$ cat src/rtl/pixel_wb_sequencer.sv
// pixel_wb_sequencer: Wishbone initiator that runs one full MixPix pixel
// acquisition (program timers and data input, pulse start, settle, read
// DATA_OUT, pulse done) against the pixel slave register block.
module pixel_wb_sequencer #(
  parameter logic [31:0] BASE_ADDR   = 32'h3000_0000,
  parameter int          ACK_TIMEOUT = 16
) (
  input  logic        wb_clk_i,
  input  logic        wb_rst_ni,
  input  logic        start_i,
  input  logic [9:0]  loc_max_clk_i,
  input  logic [9:0]  adj_max_clk_i,
  input  logic        loc_timer_m_i,
  input  logic        adj_timer_m_i,
  input  logic        data_in_i,
  input  logic [15:0] settle_cycles_i,
  output logic        busy_o,
  output logic        done_o,
  output logic        err_o,
  output logic [15:0] result_o,
  output logic        wbm_cyc_o,
  output logic        wbm_stb_o,
  output logic        wbm_we_o,
  output logic [3:0]  wbm_sel_o,
  output logic [31:0] wbm_adr_o,
  output logic [31:0] wbm_dat_o,
  input  logic        wbm_ack_i,
  input  logic [31:0] wbm_dat_i
);

  typedef enum logic [2:0] {ST_IDLE, ST_REQ, ST_GAP, ST_WAIT, ST_FIN} state_t;

  typedef struct packed {
    logic        we;
    logic [4:0]  off;
    logic [31:0] dat;
  } txn_t;

  localparam logic [7:0] TO_LAST   = 8'(ACK_TIMEOUT - 1);
  localparam logic [3:0] TXN_READ  = 4'd7;   // DATA_OUT read, preceded by settle
  localparam logic [3:0] TXN_COUNT = 4'd10;

  // Fixed transaction list: index -> register offset, direction, write data.
  function automatic txn_t txn_lookup(input logic [3:0] idx, input logic [9:0] loc,
                                      input logic [9:0] adj, input logic lm,
                                      input logic am, input logic din);
    txn_t t;
    t = '{we: 1'b1, off: 5'd4, dat: 32'd0};
    case (idx)
      4'd0:    t = '{we: 1'b1, off: 5'd20, dat: {22'd0, loc}};
      4'd1:    t = '{we: 1'b1, off: 5'd24, dat: {22'd0, adj}};
      4'd2:    t = '{we: 1'b1, off: 5'd8,  dat: {31'd0, lm}};
      4'd3:    t = '{we: 1'b1, off: 5'd12, dat: {31'd0, am}};
      4'd4:    t = '{we: 1'b1, off: 5'd16, dat: {31'd0, din}};
      4'd5:    t = '{we: 1'b1, off: 5'd0,  dat: 32'd1};
      4'd6:    t = '{we: 1'b1, off: 5'd0,  dat: 32'd0};
      4'd7:    t = '{we: 1'b0, off: 5'd28, dat: 32'd0};
      4'd8:    t = '{we: 1'b1, off: 5'd4,  dat: 32'd1};
      default: t = '{we: 1'b1, off: 5'd4,  dat: 32'd0};
    endcase
    return t;
  endfunction

  state_t      state;
  logic [3:0]  txn_q;      // index of the transaction in flight or next to issue
  logic [7:0]  to_cnt;
  logic [15:0] wait_cnt;
  logic [9:0]  loc_q, adj_q;
  logic        lm_q, am_q, din_q;
  logic [15:0] settle_q;

  txn_t        nxt;
  logic        go_req;

  // Upper read-data bits carry nothing for this slave.
  logic        unused_dat_hi;
  assign unused_dat_hi = ^wbm_dat_i[31:16];

  // Decide whether a new request is launched this cycle, and what it is.
  // NOTE: every always_comb output gets a value on every path, so no latch is inferred.
  always_comb begin
    go_req = 1'b0;
    nxt    = txn_lookup(txn_q, loc_q, adj_q, lm_q, am_q, din_q);
    case (state)
      ST_IDLE: begin
        go_req = start_i;
        nxt    = txn_lookup(4'd0, loc_max_clk_i, adj_max_clk_i,
                            loc_timer_m_i, adj_timer_m_i, data_in_i);
      end
      ST_GAP:  go_req = (txn_q != TXN_COUNT) && !((txn_q == TXN_READ) && (settle_q != 16'd0));
      ST_WAIT: go_req = (wait_cnt == 16'd0);
      default: go_req = 1'b0;
    endcase
  end

  // Sequencer FSM with registered bus and status outputs.
  // NOTE: state is updated with non-blocking assignments so every register sees pre-edge values.
  always_ff @(posedge wb_clk_i or negedge wb_rst_ni) begin
    if (!wb_rst_ni) begin
      state     <= ST_IDLE;
      txn_q     <= '0;
      to_cnt    <= '0;
      wait_cnt  <= '0;
      loc_q     <= '0;
      adj_q     <= '0;
      lm_q      <= 1'b0;
      am_q      <= 1'b0;
      din_q     <= 1'b0;
      settle_q  <= '0;
      busy_o    <= 1'b0;
      done_o    <= 1'b0;
      err_o     <= 1'b0;
      result_o  <= '0;
      wbm_cyc_o <= 1'b0;
      wbm_stb_o <= 1'b0;
      wbm_we_o  <= 1'b0;
      wbm_sel_o <= '0;
      wbm_adr_o <= '0;
      wbm_dat_o <= '0;
    end else begin
      done_o <= 1'b0;
      case (state)
        ST_IDLE: begin
          if (go_req) begin
            busy_o   <= 1'b1;
            err_o    <= 1'b0;
            loc_q    <= loc_max_clk_i;
            adj_q    <= adj_max_clk_i;
            lm_q     <= loc_timer_m_i;
            am_q     <= adj_timer_m_i;
            din_q    <= data_in_i;
            settle_q <= settle_cycles_i;
            state    <= ST_REQ;
          end
        end
        ST_REQ: begin
          if (wbm_ack_i || (to_cnt == TO_LAST)) begin
            wbm_cyc_o <= 1'b0;
            wbm_stb_o <= 1'b0;
            wbm_we_o  <= 1'b0;
            wbm_sel_o <= '0;
          end
          if (wbm_ack_i) begin
            if (txn_q == TXN_READ) result_o <= wbm_dat_i[15:0];
            txn_q <= txn_q + 4'd1;
            state <= ST_GAP;
          end else if (to_cnt == TO_LAST) begin
            err_o  <= 1'b1;
            done_o <= 1'b1;
            state  <= ST_FIN;
          end else begin
            to_cnt <= to_cnt + 8'd1;
          end
        end
        ST_GAP: begin
          // Ack is deliberately not looked at here: the slave may still show a stale one.
          if (go_req) begin
            state <= ST_REQ;
          end else if (txn_q == TXN_READ) begin
            wait_cnt <= settle_q - 16'd1;
            state    <= ST_WAIT;
          end else begin
            done_o <= 1'b1;
            state  <= ST_FIN;
          end
        end
        ST_WAIT: begin
          if (go_req) state <= ST_REQ;
          else        wait_cnt <= wait_cnt - 16'd1;
        end
        ST_FIN: begin
          busy_o <= 1'b0;
          txn_q  <= '0;
          state  <= ST_IDLE;
        end
        default: state <= ST_IDLE;
      endcase

      if (go_req) begin
        wbm_cyc_o <= 1'b1;
        wbm_stb_o <= 1'b1;
        wbm_we_o  <= nxt.we;
        wbm_sel_o <= nxt.we ? 4'hF : 4'h0;
        wbm_adr_o <= BASE_ADDR + {27'd0, nxt.off};
        wbm_dat_o <= nxt.dat;
        to_cnt    <= '0;
      end
    end
  end

endmodule

$ cat config.mk
export PLATFORM = sky130hd
export DESIGN_NAME = pixel_wb_sequencer
export DESIGN_NICKNAME = d
export VERILOG_FILES = /design/src/rtl/pixel_wb_sequencer.sv
export SDC_FILE = /design/constraint.sdc
export NUM_CORES = 1
export LEC_CHECK = 0
export ABC_AREA = 1
export BUFFER_PORTS_ARGS = -buffer_cell sky130_fd_sc_hd__buf_4
export CAP_MARGIN = 25
export CORE_MARGIN = 1.5
export CORE_UTILIZATION = 25
export CTS_CLUSTER_DIAMETER = 120
export DETAILED_ROUTE_END_ITERATION = 8
export SLEW_MARGIN = 20
export SYNTH_ARGS = -nofsm -noshare
export SYNTH_HDL_FRONTEND = slang
export SYNTH_SLANG_ARGS = --single-unit
$ cat constraint.sdc
create_clock -name wb_clk_i -period 2.4 [get_ports wb_clk_i]
set_clock_uncertainty 0.15 [all_clocks]
set_input_delay 0.48 -clock wb_clk_i [delete_from_list [all_inputs] [get_ports wb_clk_i]]
set_output_delay 0.48 -clock wb_clk_i [all_outputs]
set_load 0.03 [all_outputs]
Yosys cells after proc, flatten, opt, wreduce, memory -nomap -nowiden

Index checks and enable logic that the tools add are counted.

Flip-flop bits (word level): 159
Input bits: 75
Output and inout port bits: 90
Logic and storage cells: 111

$add $sub $neg: 5
Equality and inequality tests: 25
Muxes and demuxes: 38
Reduce and logical (&&, ||, !) cells: 24

Operators with widths:

| operator                                            | number |
|---|---|
| one-hot mux 38 bit (9 select lines)                 | 1 |
| 2-to-1 mux 16 bit                                   | 3 |
| 2-to-1 mux 38 bit                                   | 1 |
| 2-to-1 mux 8 bit                                    | 4 |
| one-hot mux 16 bit (2 select lines)                 | 1 |
| subtractor 16 x 1 -> 16 bit, second input constant  | 2 |
| adder 30 x 5 -> 31 bit, first input constant        | 1 |
| 2-to-1 mux 4 bit                                    | 5 |
| equality test 4 x 3 -> 1 bit, second input constant | 4 |
| zero test 16 bit                                    | 1 |
| != test 2 bit, second input constant                | 8 |
| nonzero test 16 bit                                 | 1 |
| 2-to-1 mux 3 bit                                    | 5 |
| 2-to-1 mux 1 bit                                    | 12 |
| nonzero test 2 bit                                  | 6 |
| AND reduction 2 bit                                 | 5 |
| one-hot mux 3 bit (3 select lines)                  | 1 |
| adder 8 x 1 -> 8 bit, second input constant         | 1 |
| equality test 4 x 2 -> 1 bit, second input constant | 2 |
| equality test 8 x 4 -> 1 bit, second input constant | 1 |
| one-hot mux 4 bit (2 select lines)                  | 1 |
| AND reduction 4 bit                                 | 2 |
| equality test 3 x 2 -> 1 bit, second input constant | 2 |
| one-hot mux 1 bit (2 select lines)                  | 3 |
| 16 further kinds                                    | 19 |

Depth between registers and ports, before layout

Gate-level depths: netlist (run 1).

Depth after elaboration: 7
Mapped depth: 13
Mapped depth without buffers: 12

Least setup slack after synthesis (run 1)

Ideal clock, no wire load.

Path type: register to register
Start: register state[2]
End: register wait_cnt[12]
Library setup time: 0.117 ns
Arrival: 1.600 ns
Data required time: 2.133 ns
Setup slack: 0.533 ns
Cell stages (with the launch flop): 12
Path buffers: 1
Period minus slack after synthesis: 1.867 ns
Path through: dfrtp_1 inv_2 nand3_2 buf_6 nand2_1 nand2_2 ha_1 nand3_2 nor2_1 nand3_1 nand3_1 nand2_1

Word-level cells in the longest chain between the ends: 4
Elaborated cells between the ends (all ways): 10
Those cells by class: eq/ne (5); mux (2); reduce/logical (3)

RTL lines:

| item                                                            | RTL line | text |
|---|---|---|
| from (decl)                                                     | 64       | `state_t state;` |
| from (signal assigned)                                          | 100      | `state <= ST_IDLE;` |
| from (signal assigned)                                          | 133      | `state <= ST_REQ;` |
| from (signal assigned)                                          | 146      | `state <= ST_GAP;` |
| equality test 3 x 2 -> 1 bit or zero test 3 bit (tied branches) | 84, 122  |  |
| one-hot mux 1 bit (3 select lines)                              | 84       | `case (state)` |
| != test 2 bit (no line)                                         | -        |  |
| AND reduction 4 bit (no line)                                   | -        |  |
| to (signal assigned)                                            | 160      | `wait_cnt <= settle_q - 16'd1;` |
| to (signal assigned)                                            | 169      | `else wait_cnt <= wait_cnt - 16'd1;` |
| to (decl)                                                       | 67       | `logic [15:0] wait_cnt;` |

Parallel ways exist; a longest one is shown, timed or not.
A chain may end at the register's enable or synchronous reset.

Worst setup path after layout (run 1)

Start: register state[0]
End: register wait_cnt[12]

Same word-level chain as after synthesis.

==> impl_metrics.sql, run 1 <==
INSERT INTO impl_metrics (metric_group, metric, value, unit) VALUES
('outcome', 'status', 'finished clean', ''),
('worst_setup_path', 'critical_path.startpoint', 'state[0]', ''),
('final_layout', 'layout.cells.most_common', 'sky130_fd_sc_hd__nand2_1', ''),
('worst_setup_path', 'ff2ff_setup_slack', '290', 'ps'),
('final_layout', 'final_nets', '896', ''),
('final_layout', 'area_growth', '20.1', '%'),
('worst_setup_path', 'timing.critical_path.from_type', 'flip-flop', ''),
('clock_network', 'cts_root_buffer', 'sky130_fd_sc_hd__clkbuf_16', ''),
('routing', 'vias_post_dr', '4879', ''),
('final_layout', 'design_area_final', '7220', 'um2'),
('final_layout', 'multi_input_area', '2780', 'um2'),
('timing', 'slew_headroom', '59.3', '%'),
('routing', 'routed_wirelength', '14.4', 'mm'),
('final_layout', 'layout-drive-gt1-share', '24.9', '%'),
('die', 'chipWidth', '158', 'um'),
('routing', 'wl_per_cell', '12.6', 'um'),
('clock_network', 'cts-root-to-sink-buffers', '2', ''),
('final_layout', 'finalNonFillerCells', '1139', ''),
('clock_network', 'tritoncts_num_sinks', '105', ''),
('timing', 'hold_violations', '0', ''),
('timing', 'report.final.slew_viol_count', '0', ''),
('die', 'dieHeight', '158', 'um'),
('routing', 'iteration_0_drc_count_of_the_detailed_router', '163', ''),
('logic_synthesis', 'gate_count_after_technology_mapping', '719', ''),
('logic_synthesis', 'syn_warnings', '0', ''),
('die', 'dieArea', '25000', 'um2'),
('clock_network', 'clkLatencyLatePin', '360', 'ps'),
('power', 'total_power', '0.00944', 'W'),
('final_layout', 'final.fill_count', '2522', ''),
('routing', 'drt-pass1-iter-count', '7', ''),
('logic_synthesis', 'multiplexer_fraction_of_the_synthesized_cell_area', '7.50', '%'),
('worst_setup_path', 'worst_setup_path_end_kind', 'flip-flop', ''),
('timing', 'finalCritPeriodShare', '87.9', '%'),
('clock_network', 'cts_tree', 'built', ''),
('worst_setup_path', 'crit-reg2reg-launch', 'state[0]', ''),
('power', 'power.ir.vdd_worst', '561', 'uV'),
('die', 'core_area', '23500', 'um2'),
('timing', 'totalNegativeSetupSlack', '0', 'ps'),
('logic_synthesis', 'synth_edf_count', '0', ''),
('routing', 'route.detailed.drc', '0', ''),
('worst_setup_path', 'cp.arrival', '2220', 'ps'),
('timing', 'setup_viol', '0', ''),
('final_layout', 'final_cell_mix', 'sky130_fd_sc_hd__nand2_1 (190), sky130_fd_sc_hd__buf_4 (112), sky130_fd_sc_hd__dfrtp_1 (104)', ''),
('clock_network', 'worst_setup_hold_path_clk_slew', '90', 'ps'),
('logic_synthesis', 'ys_seq_area_share', '43.7', '%'),
('final_layout', 'sequential_cell_area', '2630', 'um2'),
('global_route', 'grt_pass1_vias', '4634', ''),
('placement', 'placement.io_buffers', '99', ''),
('logic_synthesis', 'synth_cell_type_count', '38', ''),
('global_route', 'grt_antenna_before_repair', '0', ''),
('timing', 'tightest_slew', '606', 'ps'),
('logic_synthesis', 'cell_taking_the_most_area_after_synthesis', 'sky130_fd_sc_hd__dfrtp_1', ''),
('logic_synthesis', 'yosys_most_used_dff', 'sky130_fd_sc_hd__dfrtp_1', ''),
('power', 'power.density_cell_area', '1310', 'nW/um2'),
('power', 'static-leakage-power', '3.55', 'nW'),
('clock_network', 'cts_resized', '0', ''),
('placement', 'dp_cells', '1123', ''),
('clock_network', 'cts-buffers-inserted', '9', ''),
('timing', 'rsz0062_at_grt', 'no', ''),
('timing', 'finalCriticalPeriod', '2110', 'ps'),
('clock_network', 'postCtsHoldBufs', '0', ''),
('die', 'initial_core_util', '25.5', '%'),
('global_route', 'grt_max_degree', '106', ''),
('routing', 'ant_nets', '0', ''),
('logic_synthesis', 'synth_largest_type_area_fraction', '43.7', '%'),
('timing', 'timing.final.ws_setup', '290', 'ps'),
('timing', 'fmax', '474', 'MHz'),
('worst_setup_path', 'worst-path-max-fanout', '8', ''),
('placement', 'gp_congestion', '0.843', ''),
('die', 'io_pins', '165', ''),
('routing', 'post_drt_via_cell_ratio', '4.28', '');
Yosys cell counts, drive strengths merged (3+ instances only):
cell type,count
a21oi,23
buf,73
clkbuf,5
dfrtp,105
ha,6
inv,56
mux2,40
nand2,203
nand3,66
nand4,14
nor2,71
nor3,5
nor3b,4
o211ai,10
o21ai,25
or2,3
xor2,4
flip-flops by register name, indices dropped and copies added (netlist names), 8 cells and up:
| register | count |
|---|---|
| wbm_dat_o | 10 |
| adj_q | 10 |
| wait_cnt | 16 |
| settle_q | 16 |
| to_cnt | 8 |
| result_o | 16 |
| loc_q | 10 |
critical path: stages (launching register included):
cell,delay [ps]
sky130_fd_sc_hd__dfrtp_2,470
sky130_fd_sc_hd__nand2_2,90
sky130_fd_sc_hd__nor2_4,150
sky130_fd_sc_hd__nand2_1,80
sky130_fd_sc_hd__nand2_2,110
sky130_fd_sc_hd__ha_1,270
sky130_fd_sc_hd__nand3_2,150
sky130_fd_sc_hd__nor2_1,270
sky130_fd_sc_hd__nand3_1,110
sky130_fd_sc_hd__nand3_1,100
sky130_fd_sc_hd__nand2_1,60
report_power, final:
group          switching [W]  internal (W)  total [W]
logic                0.00307       0.00178    0.00485
clock network       0.000734      0.000759    0.00149
registers           0.000537       0.00256    0.00310
worst paths after layout:
path,cells after the start,to
worst min-delay path,2,adj_q[4]
worst max register to register,10,wait_cnt[12]
worst min register to register,2,wbm_dat_o[9]
min in group wb_clk_i,2,result_o[6]
worst max-delay path,10,wait_cnt[12]
max in group asynchronous,2,state[0]
stage by stage:
step / util (%) / hold WS (ps)
5_1_grt: 30.6 / 75.4
3_5_place_dp: 29.4 / 317
4_1_cts: 30.6 / 68.8
3_3_place_gp: 29.4 / 318
6_report: 30.6 / 17.4
2_1_floorplan: - / 34.4
cells by family (layout without fill, tap and decap cells):
logic type      count (synthesis)  count (layout)
other cells                     1              49
buf+inv                       134             187
simple gates                  367             367
flops                         105             105
compound gates                 61              61
mux                            40              40
fa+ha+maj                       6               6
xor+xnor                        5               5
layout make-up:
cell class              instances  area share [%]
repair buffers                115            12.5
clock inverters                 6           0.867
well taps                     319            5.53
clock buffers                  10            3.31
inverters                      56            2.91
flip-flops and latches        105            36.4
multi-input cells             528            38.5
routing by layer:
metal  global-route usage [%]  routed length, um  up-vias
li1                         -                  -     2416
met1                     13.8               6130     2315
met2                     20.5               7090      134
met3                     3.91                899       14
met4                     3.92                237        0
met5                        0                  0        -
(Power assumes the default switching activity.)
==> run 2: changes to the inputs <==
--- a/config.mk
+++ b/config.mk
@@ -14,2 +14,3 @@
 export DETAILED_ROUTE_END_ITERATION = 8
+export GPL_TIMING_DRIVEN = 0
 export SLEW_MARGIN = 20
--- a/constraint.sdc
+++ b/constraint.sdc
@@ -4,2 +4,2 @@
 set_output_delay 0.48 -clock wb_clk_i [all_outputs]
-set_load 0.03 [all_outputs]
+set_load 0.1 [all_outputs]
==> impl_metrics.sql, run 2 (same netlist as run 1, synthesis figures left out) <==
INSERT INTO impl_metrics (metric_group, metric, value, unit) VALUES
('placement', 'placement.io_buffers', '99', ''),
('die', 'dieArea', '25000', 'um2'),
('power', 'power.ir.vdd_worst', '1190', 'uV'),
('routing', 'vias_post_dr', '5131', ''),
('clock_network', 'tritoncts_num_sinks', '105', ''),
('placement', 'place_hpwl', '11.8', 'mm'),
('timing', 'timing.final.ws_setup', '83.0', 'ps'),
('timing', 'tightest_slew', '857', 'ps'),
('flow_run', 'cap_viol_max_count', '0', ''),
('routing', 'routed_wirelength', '15.9', 'mm'),
('final_layout', 'final_nets', '958', ''),
('routing', 'ant_nets', '0', ''),
('final_layout', 'final.fill_count', '2492', ''),
('final_layout', 'finalNonFillerCells', '1201', ''),
('timing', 'hold_violations', '0', ''),
('die', 'initial_core_util', '25.5', '%'),
('final_layout', 'layout-drive-gt1-share', '29.6', '%'),
('routing', 'iteration_0_drc_count_of_the_detailed_router', '242', ''),
('die', 'chipWidth', '158', 'um'),
('power', 'combPwrFrac', '59.4', '%'),
('timing', 'timing.hold.ws', '54.2', 'ps'),
('final_layout', 'layout.cells.most_common', 'sky130_fd_sc_hd__nand2_1', ''),
('power', 'clkPwrFrac', '14.1', '%'),
('clock_network', 'worst_setup_hold_path_clk_slew', '80', 'ps'),
('worst_setup_path', 'rr_worst_depth', '11', ''),
('worst_setup_path', 'worst_r2r_endpoint', 'wait_cnt[14]', ''),
('clock_network', 'cts_root_buffer', 'sky130_fd_sc_hd__clkbuf_16', ''),
('final_layout', 'final_cell_mix', 'sky130_fd_sc_hd__nand2_1 (190), sky130_fd_sc_hd__buf_4 (157), sky130_fd_sc_hd__dfrtp_1 (104)', ''),
('global_route', 'grtUsageTotal', '13.0', '%'),
('clock_network', 'cts-root-to-sink-buffers', '2', ''),
('clock_network', 'count_of_h_tree_levels_built_during_cts', '3', ''),
('placement', 'dp_cells', '1185', ''),
('routing', 'drt-pass1-iter-count', '5', ''),
('global_route', 'grt_first_pass_wirelength', '24.9', 'mm'),
('final_layout', 'area_growth', '27.5', '%'),
('clock_network', 'clkLatencyLatePin', '370', 'ps'),
('power', 'power.net_switching', '0.00633', 'W'),
('worst_setup_path', 'crit_type', 'flip-flop to flip-flop', ''),
('die', 'dieHeight', '158', 'um'),
('timing', 'report.final.slew_viol_count', '0', ''),
('die', 'num_rows', '56', ''),
('timing', 'fmax', '432', 'MHz'),
('power', 'power.switching_fraction', '54.5', '%'),
('hold_path', 'hp_class', 'input port to async pin', ''),
('clock_network', 'cts_tree', 'built', ''),
('worst_setup_path', 'crit_path_required_time', '2510', 'ps'),
('power', 'power.share.sequential', '26.6', '%'),
('worst_setup_path', 'worst_setup_path_end_kind', 'flip-flop', ''),
('timing', 'rsz0062_at_grt', 'yes', ''),
('final_layout', 'diodes', '0', ''),
('global_route', 'congestion_overflow_gr', '0', ''),
('routing', 'wl_per_cell', '13.3', 'um'),
('placement', 'detailed_place.area', '7330', 'um2'),
('worst_setup_path', 'crit-reg2reg-launch', 'state[2]', ''),
('final_layout', 'design_area_final', '7660', 'um2'),
('die', 'io_pins', '165', ''),
('global_route', 'grt_antenna_before_repair', '0', ''),
('placement', 'gp_congestion', '0.875', ''),
('routing', 'route.detailed.drc', '0', ''),
('final_layout', 'reg.largest.list', 'result_o (16), settle_q (16), wait_cnt (16)', ''),
('timing', 'setup_viol', '0', ''),
('worst_setup_path', 'worst-path-max-fanout', '10', ''),
('placement', 'dpl_worst_slack', '108', 'ps'),
('timing', 'totalNegativeSetupSlack', '0', 'ps'),
('outcome', 'status', 'finished clean', ''),
('power', 'power.density_cell_area', '1520', 'nW/um2'),
('global_route', 'grt_max_degree', '106', ''),
('clock_network', 'cts-buffers-inserted', '9', ''),
('timing', 'finalCritPeriodShare', '96.5', '%'),
('clock_network', 'postCtsHoldBufs', '0', ''),
('worst_setup_path', 'cp.arrival', '2430', 'ps'),
('power', 'static-leakage-power', '3.86', 'nW'),
('die', 'core_area', '23500', 'um2'),
('timing', 'slew_headroom', '42.9', '%'),
('power', 'internal-power', '0.00529', 'W'),
('routing', 'post_drt_via_cell_ratio', '4.27', ''),
('global_route', 'grt_pass1_vias', '4971', ''),
('worst_setup_path', 'ff2ff_setup_slack', '80', 'ps'),
('timing', 'finalCriticalPeriod', '2320', 'ps'),
('worst_setup_path', 'timing.critical_path.from_type', 'flip-flop', '');
run 2: through the flow:
| step | util [%] | total power, W |
|---|---|---|
| finish | 32.5 | 0.0116 |
| global route | 32.5 | 0.0123 |
| CTS | 32.5 | 0.0117 |
| detailed placement | 31.2 | 0.0100 |
| global placement | 31.1 | 0.00994 |
| floorplan | - | 0.00842 |
run 2: how the worst max path moves through the flow:
stage	slack, ps	cells past startpoint	to	start
6_report	80	11	wait_cnt[14]	state[2]
5_1_grt	-40	11	wait_cnt[14]	state[2]
4_1_cts	80	11	wait_cnt[14]	state[2]
3_5_place_dp	110	11	wait_cnt[14]	state[2]
3_3_place_gp	100	11	wait_cnt[12]	state[2]
2_1_floorplan	380	1	wbm_sel_o[0]	wbm_sel_o[2]
run 2: worst max-delay path: stages (launching register included):
cell and delay [ps]:
sky130_fd_sc_hd__dfrtp_1 440, sky130_fd_sc_hd__inv_2 160, sky130_fd_sc_hd__nand3_2 140, sky130_fd_sc_hd__buf_6 170
sky130_fd_sc_hd__nand2_1 70, sky130_fd_sc_hd__nand2_2 100, sky130_fd_sc_hd__ha_1 270, sky130_fd_sc_hd__nand3_2 160
sky130_fd_sc_hd__nor2_1 260, sky130_fd_sc_hd__nand4_1 130, sky130_fd_sc_hd__nand3_1 120, sky130_fd_sc_hd__nand2_1 60
run 2: power by group through the flow:
stage               combinational [W]  sequential, W  clock, W
finish                        0.00689        0.00309   0.00163
detailed placement            0.00690        0.00312         0
floorplan                     0.00367        0.00476         0
global placement              0.00684        0.00310         0
CTS                           0.00691        0.00309   0.00169
global route                  0.00739        0.00318   0.00176
run 2: routing by layer:
metal  global-route usage (%)  vias up  wire (um)
met2                     22.9      165       7800
met1                     15.4     2403       6650
met5                        0        -          0
met4                     4.49        0        331
met3                     3.26       23       1140
li1                         -     2540          -
run 2: repair_timing:
| action | 4_1_cts | 5_1_grt |
|---|---|---|
| gates resized for setup | 0 | 1 |
| endpoints found under the setup margin | 0 | 3 |
| setup buffers | 0 | 0 |
run 2: final cells by class:
cell class | count | area (um2) | share of cell area [%]
sequential | 105 | 2630 | 34.3
clock inverter | 7 | 95.1 | 1.24
tap | 319 | 399 | 5.21
timing repair buffer | 99 | 749 | 9.79
inverter | 56 | 210 | 2.74
buffer | 78 | 576 | 7.52
multi-input combinational | 528 | 2780 | 36.2
clock buffer | 9 | 225 | 2.94
